[src/rtl/mac_tx_pkg.sv]
// Shared types and constants for the MAC TX frame arbiter.
package mac_tx_pkg;

  // MAC byte interface
  localparam int DATA_W = 8;

  // Default timing / statistics parameters
  localparam int DEF_GAP_CYCLES = 16;
  localparam int DEF_TIMEOUT    = 255;
  localparam int DEF_CNT_W      = 16;

  // Source indices
  localparam logic SRC_IQ   = 1'b0;
  localparam logic SRC_CTRL = 1'b1;

  // Arbiter states
  typedef logic [1:0] arb_state_t;
  localparam arb_state_t ST_IDLE  = 2'd0;
  localparam arb_state_t ST_GRANT = 2'd1;
  localparam arb_state_t ST_GAP   = 2'd2;

  // One MAC beat, excluding the write strobe
  typedef struct packed {
    logic [DATA_W-1:0] data;
    logic              sop;
    logic              eop;
    logic              err;
  } mac_beat_t;

  // Round-robin pick: a lone requester wins; on a tie the source that was
  // not served last wins.
  function automatic logic rr_pick(input logic req0, input logic req1,
                                   input logic last);
    if (req0 && req1) return ~last;
    return req1;
  endfunction

endpackage

[src/rtl/mac_tx_watchdog.sv]
// Stall watchdog for the granted source. Counts eligible cycles with no
// granted beat; expire_o fires on the cycle that would complete TIMEOUT such
// cycles, so the abort beat is registered on that same edge. A beat on the
// same cycle (clear_i) always wins over expiry.
module mac_tx_watchdog
  import mac_tx_pkg::*;
#(
  parameter int TIMEOUT = DEF_TIMEOUT
) (
  input  logic clk,
  input  logic rst_n,
  input  logic clear_i,
  input  logic eligible_i,
  output logic expire_o
);

  localparam int WD_W = (TIMEOUT > 1) ? $clog2(TIMEOUT) : 1;
  localparam logic [WD_W-1:0] WD_LAST = WD_W'(TIMEOUT - 1);

  logic [WD_W-1:0] wd_q, wd_d;

  assign expire_o = eligible_i & ~clear_i & (wd_q == WD_LAST);

  // Next count: clear on a beat or outside GRANT, advance on eligible cycles
  always_comb begin
    wd_d = wd_q;
    if (clear_i || expire_o) begin
      wd_d = '0;
    end else if (eligible_i) begin
      wd_d = wd_q + 1'b1;
    end
  end

  // Counter register
  always_ff @(posedge clk or negedge rst_n) begin
    if (!rst_n) begin
      wd_q <= '0;
    end else begin
      wd_q <= wd_d;
    end
  end

endmodule

[src/rtl/mac_tx_arbiter.sv]
// Frame-granular round-robin arbiter sharing the MAC TX byte interface
// between the IQ packetizer (source 0) and the control/ARP generator
// (source 1). Registered outputs, inter-frame gap, and a stall watchdog that
// terminates a wedged frame with an err beat.
//
// state | meaning
// IDLE  | no grant; pending requests are evaluated here only
// GRANT | one source owns the MAC; its beats are forwarded with latency 1
// GAP   | post-frame idle, GAP_CYCLES cycles, no grants, tx_wren=0
module mac_tx_arbiter
  import mac_tx_pkg::*;
#(
  parameter int GAP_CYCLES = DEF_GAP_CYCLES,
  parameter int TIMEOUT    = DEF_TIMEOUT,
  parameter int CNT_W      = DEF_CNT_W
) (
  input  logic              clk,
  input  logic              rst_n,
  // source 0: IQ packetizer
  input  logic              s0_req_i,
  input  logic [DATA_W-1:0] s0_data_i,
  input  logic              s0_sop_i,
  input  logic              s0_eop_i,
  input  logic              s0_err_i,
  input  logic              s0_wren_i,
  output logic              s0_gnt_o,
  output logic              s0_rdy_o,
  // source 1: control/ARP generator
  input  logic              s1_req_i,
  input  logic [DATA_W-1:0] s1_data_i,
  input  logic              s1_sop_i,
  input  logic              s1_eop_i,
  input  logic              s1_err_i,
  input  logic              s1_wren_i,
  output logic              s1_gnt_o,
  output logic              s1_rdy_o,
  // MAC side
  output logic [DATA_W-1:0] tx_data_o,
  output logic              tx_sop_o,
  output logic              tx_eop_o,
  output logic              tx_err_o,
  output logic              tx_wren_o,
  input  logic              tx_rdy_i,
  input  logic              tx_a_full_i,
  // statistics
  output logic [CNT_W-1:0]  s0_frames_o,
  output logic [CNT_W-1:0]  s1_frames_o,
  output logic [CNT_W-1:0]  abort_cnt_o
);

  localparam int GAP_W = (GAP_CYCLES > 1) ? $clog2(GAP_CYCLES + 1) : 1;
  localparam logic [GAP_W-1:0] GAP_LOAD = GAP_W'(GAP_CYCLES);
  // With no gap configured a finished or aborted frame returns straight to IDLE
  localparam arb_state_t ST_AFTER = (GAP_CYCLES == 0) ? ST_IDLE : ST_GAP;

  arb_state_t       state_q, state_d;
  logic             last_q, last_d;
  logic             s0_gnt_q, s0_gnt_d;
  logic             s1_gnt_q, s1_gnt_d;
  logic             tx_wren_q, tx_wren_d;
  mac_beat_t        tx_beat_q, tx_beat_d;
  logic [GAP_W-1:0] gap_q, gap_d;
  logic [CNT_W-1:0] s0_frames_q, s0_frames_d;
  logic [CNT_W-1:0] s1_frames_q, s1_frames_d;
  logic [CNT_W-1:0] abort_cnt_q, abort_cnt_d;

  mac_beat_t s0_beat, s1_beat, g_beat;
  logic      in_grant;
  logic      g_wren;
  logic      mac_ok;
  logic      wd_clear;
  logic      wd_eligible;
  logic      wd_expire;
  logic      sel;

  assign s0_beat  = '{data: s0_data_i, sop: s0_sop_i, eop: s0_eop_i, err: s0_err_i};
  assign s1_beat  = '{data: s1_data_i, sop: s1_sop_i, eop: s1_eop_i, err: s1_err_i};
  assign g_beat   = s1_gnt_q ? s1_beat : s0_beat;
  assign in_grant = (state_q == ST_GRANT);
  assign g_wren   = in_grant & ((s0_gnt_q & s0_wren_i) | (s1_gnt_q & s1_wren_i));
  assign mac_ok   = tx_rdy_i & ~tx_a_full_i;

  // Backpressure holds the watchdog rather than advancing it
  assign wd_clear    = ~in_grant | g_wren;
  assign wd_eligible = in_grant & mac_ok & ~g_wren;

  mac_tx_watchdog #(
    .TIMEOUT (TIMEOUT)
  ) u_watchdog (
    .clk        (clk),
    .rst_n      (rst_n),
    .clear_i    (wd_clear),
    .eligible_i (wd_eligible),
    .expire_o   (wd_expire)
  );

  // Arbitration, forwarding, gap timing and statistics next-state
  always_comb begin
    state_d     = state_q;
    last_d      = last_q;
    s0_gnt_d    = s0_gnt_q;
    s1_gnt_d    = s1_gnt_q;
    tx_wren_d   = 1'b0;
    tx_beat_d   = '0;
    gap_d       = gap_q;
    s0_frames_d = s0_frames_q;
    s1_frames_d = s1_frames_q;
    abort_cnt_d = abort_cnt_q;
    sel         = rr_pick(s0_req_i, s1_req_i, last_q);

    case (state_q)
      ST_IDLE: begin
        if (s0_req_i || s1_req_i) begin
          last_d   = sel;
          s0_gnt_d = (sel == SRC_IQ);
          s1_gnt_d = (sel == SRC_CTRL);
          state_d  = ST_GRANT;
        end
      end

      ST_GRANT: begin
        if (g_wren) begin
          tx_wren_d = 1'b1;
          tx_beat_d = g_beat;
          if (g_beat.eop) begin
            s0_gnt_d = 1'b0;
            s1_gnt_d = 1'b0;
            if (s1_gnt_q) s1_frames_d = s1_frames_q + 1'b1;
            else          s0_frames_d = s0_frames_q + 1'b1;
            gap_d   = GAP_LOAD;
            state_d = ST_AFTER;
          end
        end else if (wd_expire) begin
          tx_wren_d = 1'b1;
          tx_beat_d = '{data: '0, sop: 1'b0, eop: 1'b1, err: 1'b1};
          s0_gnt_d  = 1'b0;
          s1_gnt_d  = 1'b0;
          if (abort_cnt_q != '1) abort_cnt_d = abort_cnt_q + 1'b1;
          gap_d   = GAP_LOAD;
          state_d = ST_AFTER;
        end
      end

      ST_GAP: begin
        // The counter reaching zero ends the gap, so GAP lasts GAP_CYCLES
        // cycles and the IDLE decision cycle brings spacing to GAP_CYCLES+1.
        gap_d = gap_q - 1'b1;
        if (gap_q <= GAP_W'(1)) begin
          gap_d   = '0;
          state_d = ST_IDLE;
        end
      end

      default: begin
        s0_gnt_d = 1'b0;
        s1_gnt_d = 1'b0;
        state_d  = ST_IDLE;
      end
    endcase
  end

  // State and registered outputs
  always_ff @(posedge clk or negedge rst_n) begin
    if (!rst_n) begin
      state_q     <= ST_IDLE;
      last_q      <= SRC_CTRL;
      s0_gnt_q    <= 1'b0;
      s1_gnt_q    <= 1'b0;
      tx_wren_q   <= 1'b0;
      tx_beat_q   <= '0;
      gap_q       <= '0;
      s0_frames_q <= '0;
      s1_frames_q <= '0;
      abort_cnt_q <= '0;
    end else begin
      state_q     <= state_d;
      last_q      <= last_d;
      s0_gnt_q    <= s0_gnt_d;
      s1_gnt_q    <= s1_gnt_d;
      tx_wren_q   <= tx_wren_d;
      tx_beat_q   <= tx_beat_d;
      gap_q       <= gap_d;
      s0_frames_q <= s0_frames_d;
      s1_frames_q <= s1_frames_d;
      abort_cnt_q <= abort_cnt_d;
    end
  end

  assign s0_gnt_o    = s0_gnt_q;
  assign s1_gnt_o    = s1_gnt_q;
  assign s0_rdy_o    = s0_gnt_q & mac_ok;
  assign s1_rdy_o    = s1_gnt_q & mac_ok;
  assign tx_wren_o   = tx_wren_q;
  assign tx_data_o   = tx_beat_q.data;
  assign tx_sop_o    = tx_beat_q.sop;
  assign tx_eop_o    = tx_beat_q.eop;
  assign tx_err_o    = tx_beat_q.err;
  assign s0_frames_o = s0_frames_q;
  assign s1_frames_o = s1_frames_q;
  assign abort_cnt_o = abort_cnt_q;

endmodule

[config.mk]
export PLATFORM = sky130hd
export DESIGN_NAME = mac_tx_arbiter
export DESIGN_NICKNAME = d
export VERILOG_FILES = /design/src/rtl/mac_tx_pkg.sv /design/src/rtl/mac_tx_watchdog.sv /design/src/rtl/mac_tx_arbiter.sv
export SDC_FILE = /design/constraint.sdc
export NUM_CORES = 1
export LEC_CHECK = 0
export CAP_MARGIN = 20
export CORE_UTILIZATION = 49
export CTS_CLUSTER_DIAMETER = 80
export DETAILED_ROUTE_END_ITERATION = 6
export PLACE_DENSITY = 0.89
export SYNTH_ARGS = -nofsm -noshare
export SYNTH_HDL_FRONTEND = slang
export SYNTH_SLANG_ARGS = --single-unit
[constraint.sdc]
create_clock -name clk -period 2.86 [get_ports clk]
set_input_delay 0.572 -clock clk [delete_from_list [all_inputs] [get_ports clk]]
set_output_delay 0.572 -clock clk [all_outputs]
set_load 0.03 [all_outputs]
# == Word level (Yosys, flattened, before mapping) ==
# Cells that the tools add are included.
# classes
n_addsub,5
n_mul,0
div,0
n_lt_le_gt_ge,1
eq_ne,8
shifts,0
mux,30
bitwise_logic,20
n_reduce_logical,13
# op_table
operator,count
"16-bit by 1-bit adder with 16-bit output, second input constant",3
11-bit two-way mux,3
5-bit two-way mux,4
4-bit AND reduction,5
8-bit two-way mux,2
"16-bit inequality test, second input constant",1
2-bit two-way mux,6
1-bit two-way mux,11
1-bit bitwise AND,10
5-bit one-hot mux with 2 select lines,1
"8-bit by 1-bit adder with 8-bit output, second input constant",1
"8-bit == test, second input constant",1
1-bit NOT,8
1-bit one-hot mux with 3 select lines,2
2-bit one-hot mux with 3 select lines,1
"5-bit by 1-bit <= comparator with 1-bit output, second input constant",1
"5-bit by 1-bit subtractor with 5-bit output, second input constant",1
"2-bit inequality test, second input constant",2
2-bit nonzero test,2
"3-bit by 1-bit inequality test with 1-bit output, second input constant",1
"3-bit inequality test, second input constant",1
3-bit AND reduction,1
"2-bit by 1-bit == test with 1-bit output, second input constant",1
"2-bit == test, second input constant",1
other kinds (5),7
# totals
reg_bits,78
latchBits,0
ramBits,0
rom_bits,0
in_bits,30
out_inout_bits,64
wordCells,91
n_memories,0

# == Longest topological paths before layout ==
# Gate-level depths: netlist (run 1).
# depth
word_depth,10
mapped_depth,8
mapped_depth_nobuf,7

# == Modules after synthesis ==
# Synthesis (run 1) repeated with hierarchy kept, for this count alone.
# hier_totals
cells_unflattened,330
hier_area_um2,3748.6
# by_module_without_submodules
module,instances,cells_per_inst,area_per_inst_um2,seq_area_each_um2
mac_tx_arbiter,1,287,3303.2,1752.9
mac_tx_watchdog,1,43,445.4,200.2

# == Least setup slack after synthesis (run 1) ==
# OpenSTA, ideal clock, no wires.
# synth_timing
kind,register to output
startpoint,reg s1_gnt_q (netlist: s1_gnt_o)
endpoint,out s1_rdy_o
arrival_time_ns,1.521
required_ns,2.288
path_slack_ns,0.767
stages_incl_launch_ff,4
path_buffers,2
cell_sequence,dfrtp_1 buf_2 buf_1 and2_1
# synth_via
elab_chain_cells,1
# synth_rtl
item,line,source
from (decl),mac_tx_arbiter.sv:59,"logic s1_gnt_q, s1_gnt_d;"
from (signal assigned),mac_tx_arbiter.sv:179,s1_gnt_q <= s1_gnt_d;
1-bit bitwise AND,mac_tx_arbiter.sv:192,assign s1_rdy_o = s1_gnt_q & mac_ok;
to (decl),mac_tx_arbiter.sv:36,"output logic s1_rdy_o,"
# Every way passes these cells.

# == Worst setup path in the final report (run 1) ==
# layout_timing
startpoint,in tx_rdy_i
endpoint,out s0_rdy_o
# layout_via
elab_chain_cells,2
# layout_rtl
item,line,source
from (decl),mac_tx_arbiter.sv:43,"input logic tx_rdy_i,"
1-bit bitwise AND,mac_tx_arbiter.sv:81,assign mac_ok = tx_rdy_i & ~tx_a_full_i;
1-bit bitwise AND,mac_tx_arbiter.sv:191,assign s0_rdy_o = s0_gnt_q & mac_ok;
to (decl),mac_tx_arbiter.sv:27,"output logic s0_rdy_o,"
# Every way passes these cells.

==> results of run 1 <==
## placed cells by master (no fill, tap or decap), types with 2 or more instances in the layout
cell type,n
clkdlybuf4s50_1,92
dfrtp_1,77
nand2_1,37
nor2_1,37
xnor2_1,30
xor2_1,17
nand3_1,16
nand4_1,15
mux2i_1,11
ha_1,11
inv_1,10
clkbuf_8,10
mux2_2,8
nor3_1,8
o21ai_0,8
and2_1,6
and3_1,6
buf_4,4
o21a_1,3
and4_1,3
clkinv_2,3
nand3b_1,2
nor2b_1,2
o211ai_1,2
nand2b_1,2
mux2_1,2
a21oi_1,2
a31oi_1,2
or2_2,2
## worst paths after layout
check                           startpoint                  to  cells after the start
min in group clk           s1_frames_o[15]     s1_frames_o[15]                      1
min                                  rst_n     s1_frames_o[13]                      1
max in group asynchronous            rst_n  u_watchdog.wd_q[6]                      1
min reg2reg                s1_frames_o[15]     s1_frames_o[15]                      1
max                               tx_rdy_i            s0_rdy_o                      4
max reg2reg                       gap_q[1]          state_q[1]                      6
## power by group
group,total (mW),leakage [nW],switching (mW),internal [mW]
sequential,1.31,1.06,0.104,1.21
clock,0.831,0.102,0.407,0.424
combinational,0.939,1.02,0.526,0.413
total,3.08,2.18,1.04,2.05
## flip-flops by register name, summed over array words and instances (netlist names)
signal and cells:
tx_err_o 1, gap_q 5, abort_cnt_o 16, tx_wren_o 1, s0_gnt_o 1, tx_data_o 8, s0_frames_o 16, tx_sop_o 1
tx_eop_o 1, s1_frames_o 16, s1_gnt_o 1, state_q 2, last_q 1, u_watchdog.wd_q 8
## worst reg2reg max path, stage by stage (launching register included)
cell     delay, ps
dfrtp_1        440
inv_1          100
ha_1           170
o21ba_2        170
o41ai_1        710
nand4_1        290
mux2_2         360
## logic make-up after synthesis
| kind of cell | synth area share |
|---|---|
| fa+ha+maj | 0.0368 |
| simple gates | 0.194 |
| mux | 0.0596 |
| buf+inv | 0.0157 |
| xor+xnor | 0.110 |
| flops | 0.522 |
| compound gates | 0.0612 |
## routing by layer
layer / GRT usage / share of wire
met5: 0 / 0
met4: 0.0837 / 0.019
met2: 0.392 / 0.52
met1: 0.282 / 0.42
met3: 0.0563 / 0.046
## stage by stage
step           utilization  instances
5_1_grt              0.681        552
3_3_place_gp         0.654        536
4_1_cts              0.681        552
3_5_place_dp         0.654        536
6_report             0.681        552
2_1_floorplan            -        346
## layout make-up
type	count	area share
flip-flops and latches	78	0.391
multi-input cells	253	0.346
repair buffers	96	0.190
clock buffers	10	0.0276
well taps	99	0.0248
clock inverters	6	0.0123
inverters	10	0.00752
==> flow_metrics.env, run 1 <==
export IMPL_status="completed"
export IMPL_hp_class="input pin to asynchronous set/reset pin"
export IMPL_path_max_fanout=3
export IMPL_syn_nets=387
export IMPL_synthTopCellsByArea="dfrtp_1, xnor2_1, xor2_1"
export IMPL_insertion_delay_ps=350
export IMPL_grt_usage=0.229
export IMPL_yosysUniqueCellTypes=50
export IMPL_final_setup_viol_count=0
export IMPL_drv_slew=0
export IMPL_cts_root_buf="clkbuf_8"
export IMPL_n_antenna_cell=0
export IMPL_min_period_ps=2740
export IMPL_crit_type="input pin to output pin"
export IMPL_antenna_found_initial=0
export IMPL_chipHeight_um=89.4
export IMPL_dpl_cell_area_mm2=0.00479
export IMPL_worst_slack_ps=124
export IMPL_fillCellCount=543
export IMPL_cp_start_kind="input pin"
export IMPL_rows=31
export IMPL_wire_per_inst_um=15.0
export IMPL_synth_most_common_cell="dfrtp_1"
export IMPL_worst_pin_slew_ps=949
export IMPL_yosys_area_top_type="dfrtp_1"
export IMPL_synth_main_ff_cell="dfrtp_1"
export IMPL_h_tree_depth=3
export IMPL_crit_buf_inv=2
export IMPL_pre_cts_ws_ps=125
export IMPL_die_w_um=89.4
export IMPL_path_cells="clkdlybuf4s50_1 > nor2b_1 > and2_1 > clkdlybuf4s50_1"
export IMPL_cts_buffers=9
export IMPL_synth_cells=346
export IMPL_endpoint_kind="output pin"
export IMPL_cts_path_max_buffers=2
export IMPL_post_route_period_util=0.957
export IMPL_cap_viol_max_count=0
export IMPL_vias_per_cell=5.33
export IMPL_seq_area_mm2=0.00195
export IMPL_synth_common_cells="dfrtp_1, nand2_1, nor2_1"
export IMPL_core_area_mm2=0.00733
export IMPL_port_buffer_count=93
export IMPL_synth_top_area_share=0.515
export IMPL_nets=489
export IMPL_whs_ps=351
export IMPL_critPathArrivalTime_ps=2160
export IMPL_drc=0
export IMPL_grt_max_degree=79
export IMPL_grt_pass1_vias=2936
export IMPL_max_stage_delay_ps=690
export IMPL_hpwl_um=6050
export IMPL_drive_gt1_frac=0.0839
export IMPL_ios=94
export IMPL_drtPass1Iterations=4
export IMPL_overflow=0
export IMPL_synthToLayoutAreaGrowth_pct=33.5
export IMPL_path_common_cell="clkdlybuf4s50_1"
export IMPL_vias=2944
export IMPL_syn_area_mm2=0.00374
export IMPL_required_ps=2290
export IMPL_routed_wl_um=8250
export IMPL_antenna_left=0
export IMPL_async_flop_share=1.00
export IMPL_grt_pass1_wl_um=13700
export IMPL_ys_ff_latch=78
export IMPL_cts_clk_slew_worst_paths_ps=80
export IMPL_cellPowerDensity_mw_per_mm2=618
export IMPL_clock_sinks=78
export IMPL_total_power_mw=3.08
export IMPL_maxSlewHeadroom=0.367
export IMPL_final_cell_area_mm2=0.00499
export IMPL_power_leakage_nw=2.18
export IMPL_ir_drop_mv=0.339
export IMPL_dieArea_mm2=0.00799
export IMPL_crit_family="buffers and inverters"
export IMPL_synth_area_per_cell_um2=10.8
export IMPL_start_util=0.510
export IMPL_yosysWarnings=0
export IMPL_reg2reg_slack_ps=510
export IMPL_fmax_ghz=0.365
export IMPL_postCtsSetupBuffers=0
export IMPL_hold_viol=0
export IMPL_synth_edff_count=0
export IMPL_setup_tns_final_ps=0
export IMPL_hold_buffers=0
export IMPL_multiInputGateArea_mm2=0.00173
export IMPL_place_congestion=0.800
export IMPL_cts_tree="built"
export IMPL_cts_resized=0
export IMPL_rsz0062_at_grt="no"
export IMPL_seq_area_frac_synth=0.522
export IMPL_drt_iter0_drc=119
export IMPL_skew_ps=9.58
export IMPL_slowest_stage="clkdlybuf4s50_1"
(Power assumes the default switching activity.)
==> run 2: changes to the inputs <==
CORE_UTILIZATION = 38   (was 49)
PLACE_DENSITY = 0.73   (was 0.89)
==> run 2 against run 1 <==
Compared with the run above: hold slack improved by 120 ps; setup slack lost 21 ps; clock power increased by 3.5%; total power rose by 1.1%; non-clock buffer count up 3; combinational power hardly changed; sequential cell count did not move; routed wire length down 3.6%.
==> flow_metrics.env, run 2 (synthesis results as in run 1) <==
export IMPL_clock_sinks=78
export IMPL_dieArea_mm2=0.0102
export IMPL_cts_path_max_buffers=2
export IMPL_vias=2876
export IMPL_final_setup_viol_count=0
export IMPL_cp_start_kind="input pin"
export IMPL_crit_buf_inv=2
export IMPL_crit_family="buffers and inverters"
export IMPL_r2r_cells=5
export IMPL_status="completed"
export IMPL_hold_viol=0
export IMPL_core_area_mm2=0.00937
export IMPL_fmax_ghz=0.363
export IMPL_cts_buffers=9
export IMPL_critPathArrivalTime_ps=2190
export IMPL_cellPowerDensity_mw_per_mm2=614
export IMPL_insertion_delay_ps=350
export IMPL_hpwl_um=5830
export IMPL_place_congestion=0.819
export IMPL_min_period_ps=2760
export IMPL_drv_slew=0
export IMPL_ios=94
export IMPL_chipHeight_um=101
export IMPL_grt_pass1_vias=2791
export IMPL_power_leakage_nw=2.20
export IMPL_required_ps=2290
export IMPL_fin_cells=585
export IMPL_grt_max_degree=79
export IMPL_grt_usage=0.170
export IMPL_cts_tree="built"
export IMPL_worst_pin_slew_ps=816
export IMPL_antenna_left=0
export IMPL_cap_viol_max_count=0
export IMPL_drt_iter0_drc=84
export IMPL_routed_wl_um=7960
export IMPL_ir_drop_mv=0.252
export IMPL_drc=0
export IMPL_port_buffer_count=93
export IMPL_antenna_found_initial=0
export IMPL_endpoint_kind="output pin"
export IMPL_rsz0062_at_grt="no"
export IMPL_final_cell_mix="clkdlybuf4s50_1, dfrtp_1, nand2_1, nor2_1, xnor2_1"
export IMPL_overflow=0
export IMPL_skew_ps=9.75
export IMPL_drive_gt1_frac=0.0877
export IMPL_min_path_cells=1
export IMPL_hp_class="flip-flop to flip-flop"
export IMPL_die_w_um=101
export IMPL_drtPass1Iterations=4
export IMPL_rows=35
export IMPL_path_common_cell="clkdlybuf4s50_1"
export IMPL_hold_buffers=0
export IMPL_cts_clk_slew_worst_paths_ps=80
export IMPL_crit_type="input pin to output pin"
export IMPL_n_antenna_cell=0
export IMPL_cts_root_buf="clkbuf_8"
export IMPL_layout_commonest_cell="clkdlybuf4s50_1"
export IMPL_maxSlewHeadroom=0.451
export IMPL_vias_per_cell=4.92
export IMPL_setup_tns_final_ps=0
export IMPL_path_max_fanout=3
export IMPL_max_stage_delay_ps=660
export IMPL_synthToLayoutAreaGrowth_pct=35.8
export IMPL_grt_pass1_wl_um=13500
export IMPL_slowest_stage="clkdlybuf4s50_1"
export IMPL_dpl_cell_count=567
export IMPL_nets=492
export IMPL_postCtsSetupBuffers=0
export IMPL_post_route_period_util=0.964
export IMPL_cp_num_cells=4
export IMPL_cts_resized=0
export IMPL_path_cells="clkdlybuf4s50_1 > nor2b_1 > and2_1 > clkdlybuf4s50_1"
export IMPL_start_util=0.399
export IMPL_wire_per_inst_um=13.6
export IMPL_h_tree_depth=3
run 2: report_power, final:
group          switching (mW)  internal, mW
clock network           0.443         0.417
registers               0.108          1.21
logic                   0.525         0.416
total                    1.08          2.04
run 2: layout make-up:
type,instances,area (um2)
Tap cell,129,161
Clock buffer,9,124
Timing Repair Buffer,99,996
Clock inverter,7,80.1
Multi-Input combinational cell,253,1730
Fill cell,854,4290
Sequential cell,78,1950
Inverter,10,37.5
run 2: path summary, 6_finish.rpt:
| kind | startpoint | end | slack, ps |
|---|---|---|---|
| setup / recovery | tx_rdy_i | s1_rdy_o | 100 |
| min in group asynchronous | rst_n | s1_frames_o[13] | 560 |
| setup reg to reg | abort_cnt_o[3] | abort_cnt_o[1] | 750 |
| hold / removal | s1_frames_o[15] | s1_frames_o[15] | 470 |
| hold reg to reg | s1_frames_o[15] | s1_frames_o[15] | 470 |
| max in group asynchronous | rst_n | last_q | 1710 |
run 2: per-layer routing:
layer,global-route usage,vias to the layer above,share of wire
met2,0.281,69,0.49
li1,-,1410,-
met5,0,-,0
met4,0.0479,0,0.010
met3,0.0469,8,0.044
met1,0.218,1389,0.46
run 2: worst reg2reg max path, delay by kind of cell, from the launching register on:
family | cells | cell delay, ps
DFF | 1 | 430
muxes | 1 | 330
and+or+nand+nor | 4 | 1230
run 2: metrics by stage:
step           hold WS (ps)  setup slack (ps)  area [um2]  power (mW)   util
2_1_floorplan           276               767        3740        1.92      -
3_3_place_gp            460              97.7        4840        2.26  0.516
3_5_place_dp            468              79.3        4840        2.28  0.516
4_1_cts                 394              81.3        5040        3.16  0.538
5_1_grt                 492              19.1        5080        3.31  0.542
6_report                473               103        5080        3.12  0.542
==> variant: new RTL, settings of run 2 <==
Put one more register stage on the output `abort_cnt_o`, with the module's reset. The value now appears one clock later. The other outputs are not delayed to match.
--- a/src/rtl/mac_tx_arbiter.sv
+++ b/src/rtl/mac_tx_arbiter.sv
@@ -197,7 +197,13 @@
   assign tx_err_o    = tx_beat_q.err;
   assign s0_frames_o = s0_frames_q;
   assign s1_frames_o = s1_frames_q;
-  assign abort_cnt_o = abort_cnt_q;
+  always_ff @(posedge clk or negedge rst_n) begin
+    if (!rst_n) begin
+      abort_cnt_o <= '0;
+    end else begin
+      abort_cnt_o <= abort_cnt_q;
+    end
+  end
 
 endmodule
 
Formal check against the unedited RTL: no difference found for any inputs over 10 cycles, from zero or initial values and one cycle with rst_n low; that may be too few to reach the edited logic, so the function may still have changed.
==> variant against run 2 <==
  * Synthesized area grew 12%
  * Largest cell class unchanged
  * Cell count increased by 4.8%
  * Cell area increased by 8.8%
  * Combinational power up 5.6%
  * Critical path type unchanged
  * Sequential cell count up 16
  * Power rose by 12%
  * Clock power grew 5.9%
  * Count of clock-buffer cells in the layout increased by 2
  * Setup slack improved by 0.066 ns
  * Wire length grew 7.1%
==> variant: results (changes against run 2) <==
<table>
<tr><th>Metric</th><th>Value</th></tr>
<tr><th colspan="2">Outcome</th></tr>
<tr><td>Result of the run</td><td>complete, no violations</td></tr>
<tr><th colspan="2">Final layout</th></tr>
<tr><td>Number of inserted filler cells in the final layout</td><td>919 (+7.6%)</td></tr>
<tr><td>Nets</td><td>513 (+4.3%)</td></tr>
<tr><td>Fraction of layout instances using a drive strength above 1</td><td>9.85% (+1.1 points)</td></tr>
<tr><th colspan="2">Synth</th></tr>
<tr><td>Netlist cell types</td><td>48 (-4.0%)</td></tr>
<tr><td>Cell types with the largest area share after synthesis</td><td>sky130_fd_sc_hd__dfrtp_1, sky130_fd_sc_hd__xnor2_1, sky130_fd_sc_hd__xor2_1</td></tr>
<tr><td>Synthesized area per cell</td><td>11.5 sq um (+6.2%)</td></tr>
<tr><th colspan="2">Setup path</th></tr>
<tr><td>Data arrival time of the critical path</td><td>2.12 ns (-0.07 ns)</td></tr>
<tr><td>Largest driver fanout on the critical path</td><td>4 (+1)</td></tr>
<tr><td>Number of cells on the worst reg-to-reg path</td><td>7 (+2)</td></tr>
<tr><td>Worst r2r dst</td><td>abort_cnt_q[15]</td></tr>
<tr><th colspan="2">Placement</th></tr>
<tr><td>Placed Instance Area</td><td>5320 sq um (+10%)</td></tr>
<tr><td>Worst slack at placement</td><td>0.176 ns (+0.0967 ns)</td></tr>
<tr><td>Count of placed standard cells including taps</td><td>597 (+5.3%)</td></tr>
<tr><td>Final HPWL from detailed placement</td><td>6.36 mm (+9.1%)</td></tr>
<tr><td>Global placement routability congestion</td><td>0.786 (-4.0%)</td></tr>
<tr><th colspan="2">Global routing</th></tr>
<tr><td>Aggregate global-route resource usage</td><td>16.0% (-0.99 points)</td></tr>
<tr><td>Largest net degree at the start of global routing</td><td>55 (-30%)</td></tr>
<tr><th colspan="2">Pwr</th></tr>
<tr><td>Standby leakage power</td><td>2.45 nW (+11%)</td></tr>
<tr><td>Peak VDD IR</td><td>0.339 mV (+34%)</td></tr>
<tr><td>Switching power as a share of total power</td><td>33.1% (-1.4 points)</td></tr>
<tr><th colspan="2">Timing</th></tr>
<tr><td>Clock tree skew after final layout</td><td>0.0117 ns (+0.00191 ns)</td></tr>
<tr><th colspan="2">Detailed routing</th></tr>
<tr><td>First drt pass iteration count</td><td>6 (+2)</td></tr>
<tr><td>Number of vias after detailed routing</td><td>3058 (+6.3%)</td></tr>
<tr><td>Number of design-rule violations left by the first detailed-router iteration</td><td>78 (-7.1%)</td></tr>
</table>
variant: cell types whose count changed after synthesis, moves of 4 or more:
cell,change
sky130_fd_sc_hd__a21oi_1,+7
sky130_fd_sc_hd__nor3_2,+4
sky130_fd_sc_hd__xnor2_1,-6
sky130_fd_sc_hd__nand3_1,+4
sky130_fd_sc_hd__dfrtp_1,+16
sky130_fd_sc_hd__nor3_1,-4
sky130_fd_sc_hd__xor2_1,+5
sky130_fd_sc_hd__nor2_1,-4
sky130_fd_sc_hd__or3_1,+5
variant: cell families after synthesis:
logic type | synth area share (%)
multiplexers | 4.76
buffers and inverters | 1.38
flip-flops | 56.3
XOR/XNOR | 9.64
adder cells (fa/ha/maj) | 3.29
AND/OR/NAND/NOR | 18.7
AO/OA/AOI/OAI | 5.90
variant: how the worst max path moves through the flow:
stage	startpoint	endpoint	slack (ns)	depth (start not counted)
floorplan	s1_gnt_o	s1_rdy_o	0.77	3
global placement	tx_rdy_i	s1_rdy_o	0.21	4
detailed placement	tx_rdy_i	s0_rdy_o	0.18	4
finish	tx_rdy_i	s0_rdy_o	0.17	4
CTS	tx_rdy_i	s0_rdy_o	0.17	4
global route	tx_rdy_i	s1_rdy_o	0.05	4
variant: layout make-up:
class / count / area [sq um] / area share [%]
timing repair buffer: 100 / 993 / 18.0
clock buffer: 11 / 141 / 2.56
tap: 136 / 170 / 3.08
clock inverter: 5 / 65.1 / 1.18
inverter: 10 / 37.5 / 0.679
sequential: 94 / 2350 / 42.6
multi-input combinational: 257 / 1770 / 32.0
variant: per-layer routing:
layer	up-vias	track usage [%]	wire (um)
met5	-	0	0
met4	0	7.83	194
met3	16	2.98	240
met2	52	26.5	4320
met1	1498	20.1	3770
li1	1492	-	-
variant: critical path, cell delays in order:
cell,delay [ns]
sky130_fd_sc_hd__clkdlybuf4s50_1,0.48
sky130_fd_sc_hd__nor2b_1,0.24
sky130_fd_sc_hd__and2_1,0.16
sky130_fd_sc_hd__clkdlybuf4s50_1,0.66
variant: through the flow:
stage | total power [mW] | hold WS, ns | utilization [%]
after detailed placement | 2.60 | 0.395 | 50.6
final | 3.48 | 0.192 | 52.6
after CTS | 3.52 | 0.192 | 52.6
after floorplan | 2.23 | 0.276 | -
after global placement | 2.56 | 0.398 | 50.6
after global routing | 3.71 | 0.217 | 52.6
variant: power by group through the flow:
stage	sequential [mW]	combinational (mW)	clock (mW)
floorplan	1.69	0.540	0
global placement	1.59	0.967	0
detailed placement	1.60	0.996	0
CTS	1.58	0.998	0.946
global route	1.60	1.11	0.998
finish	1.58	0.994	0.911
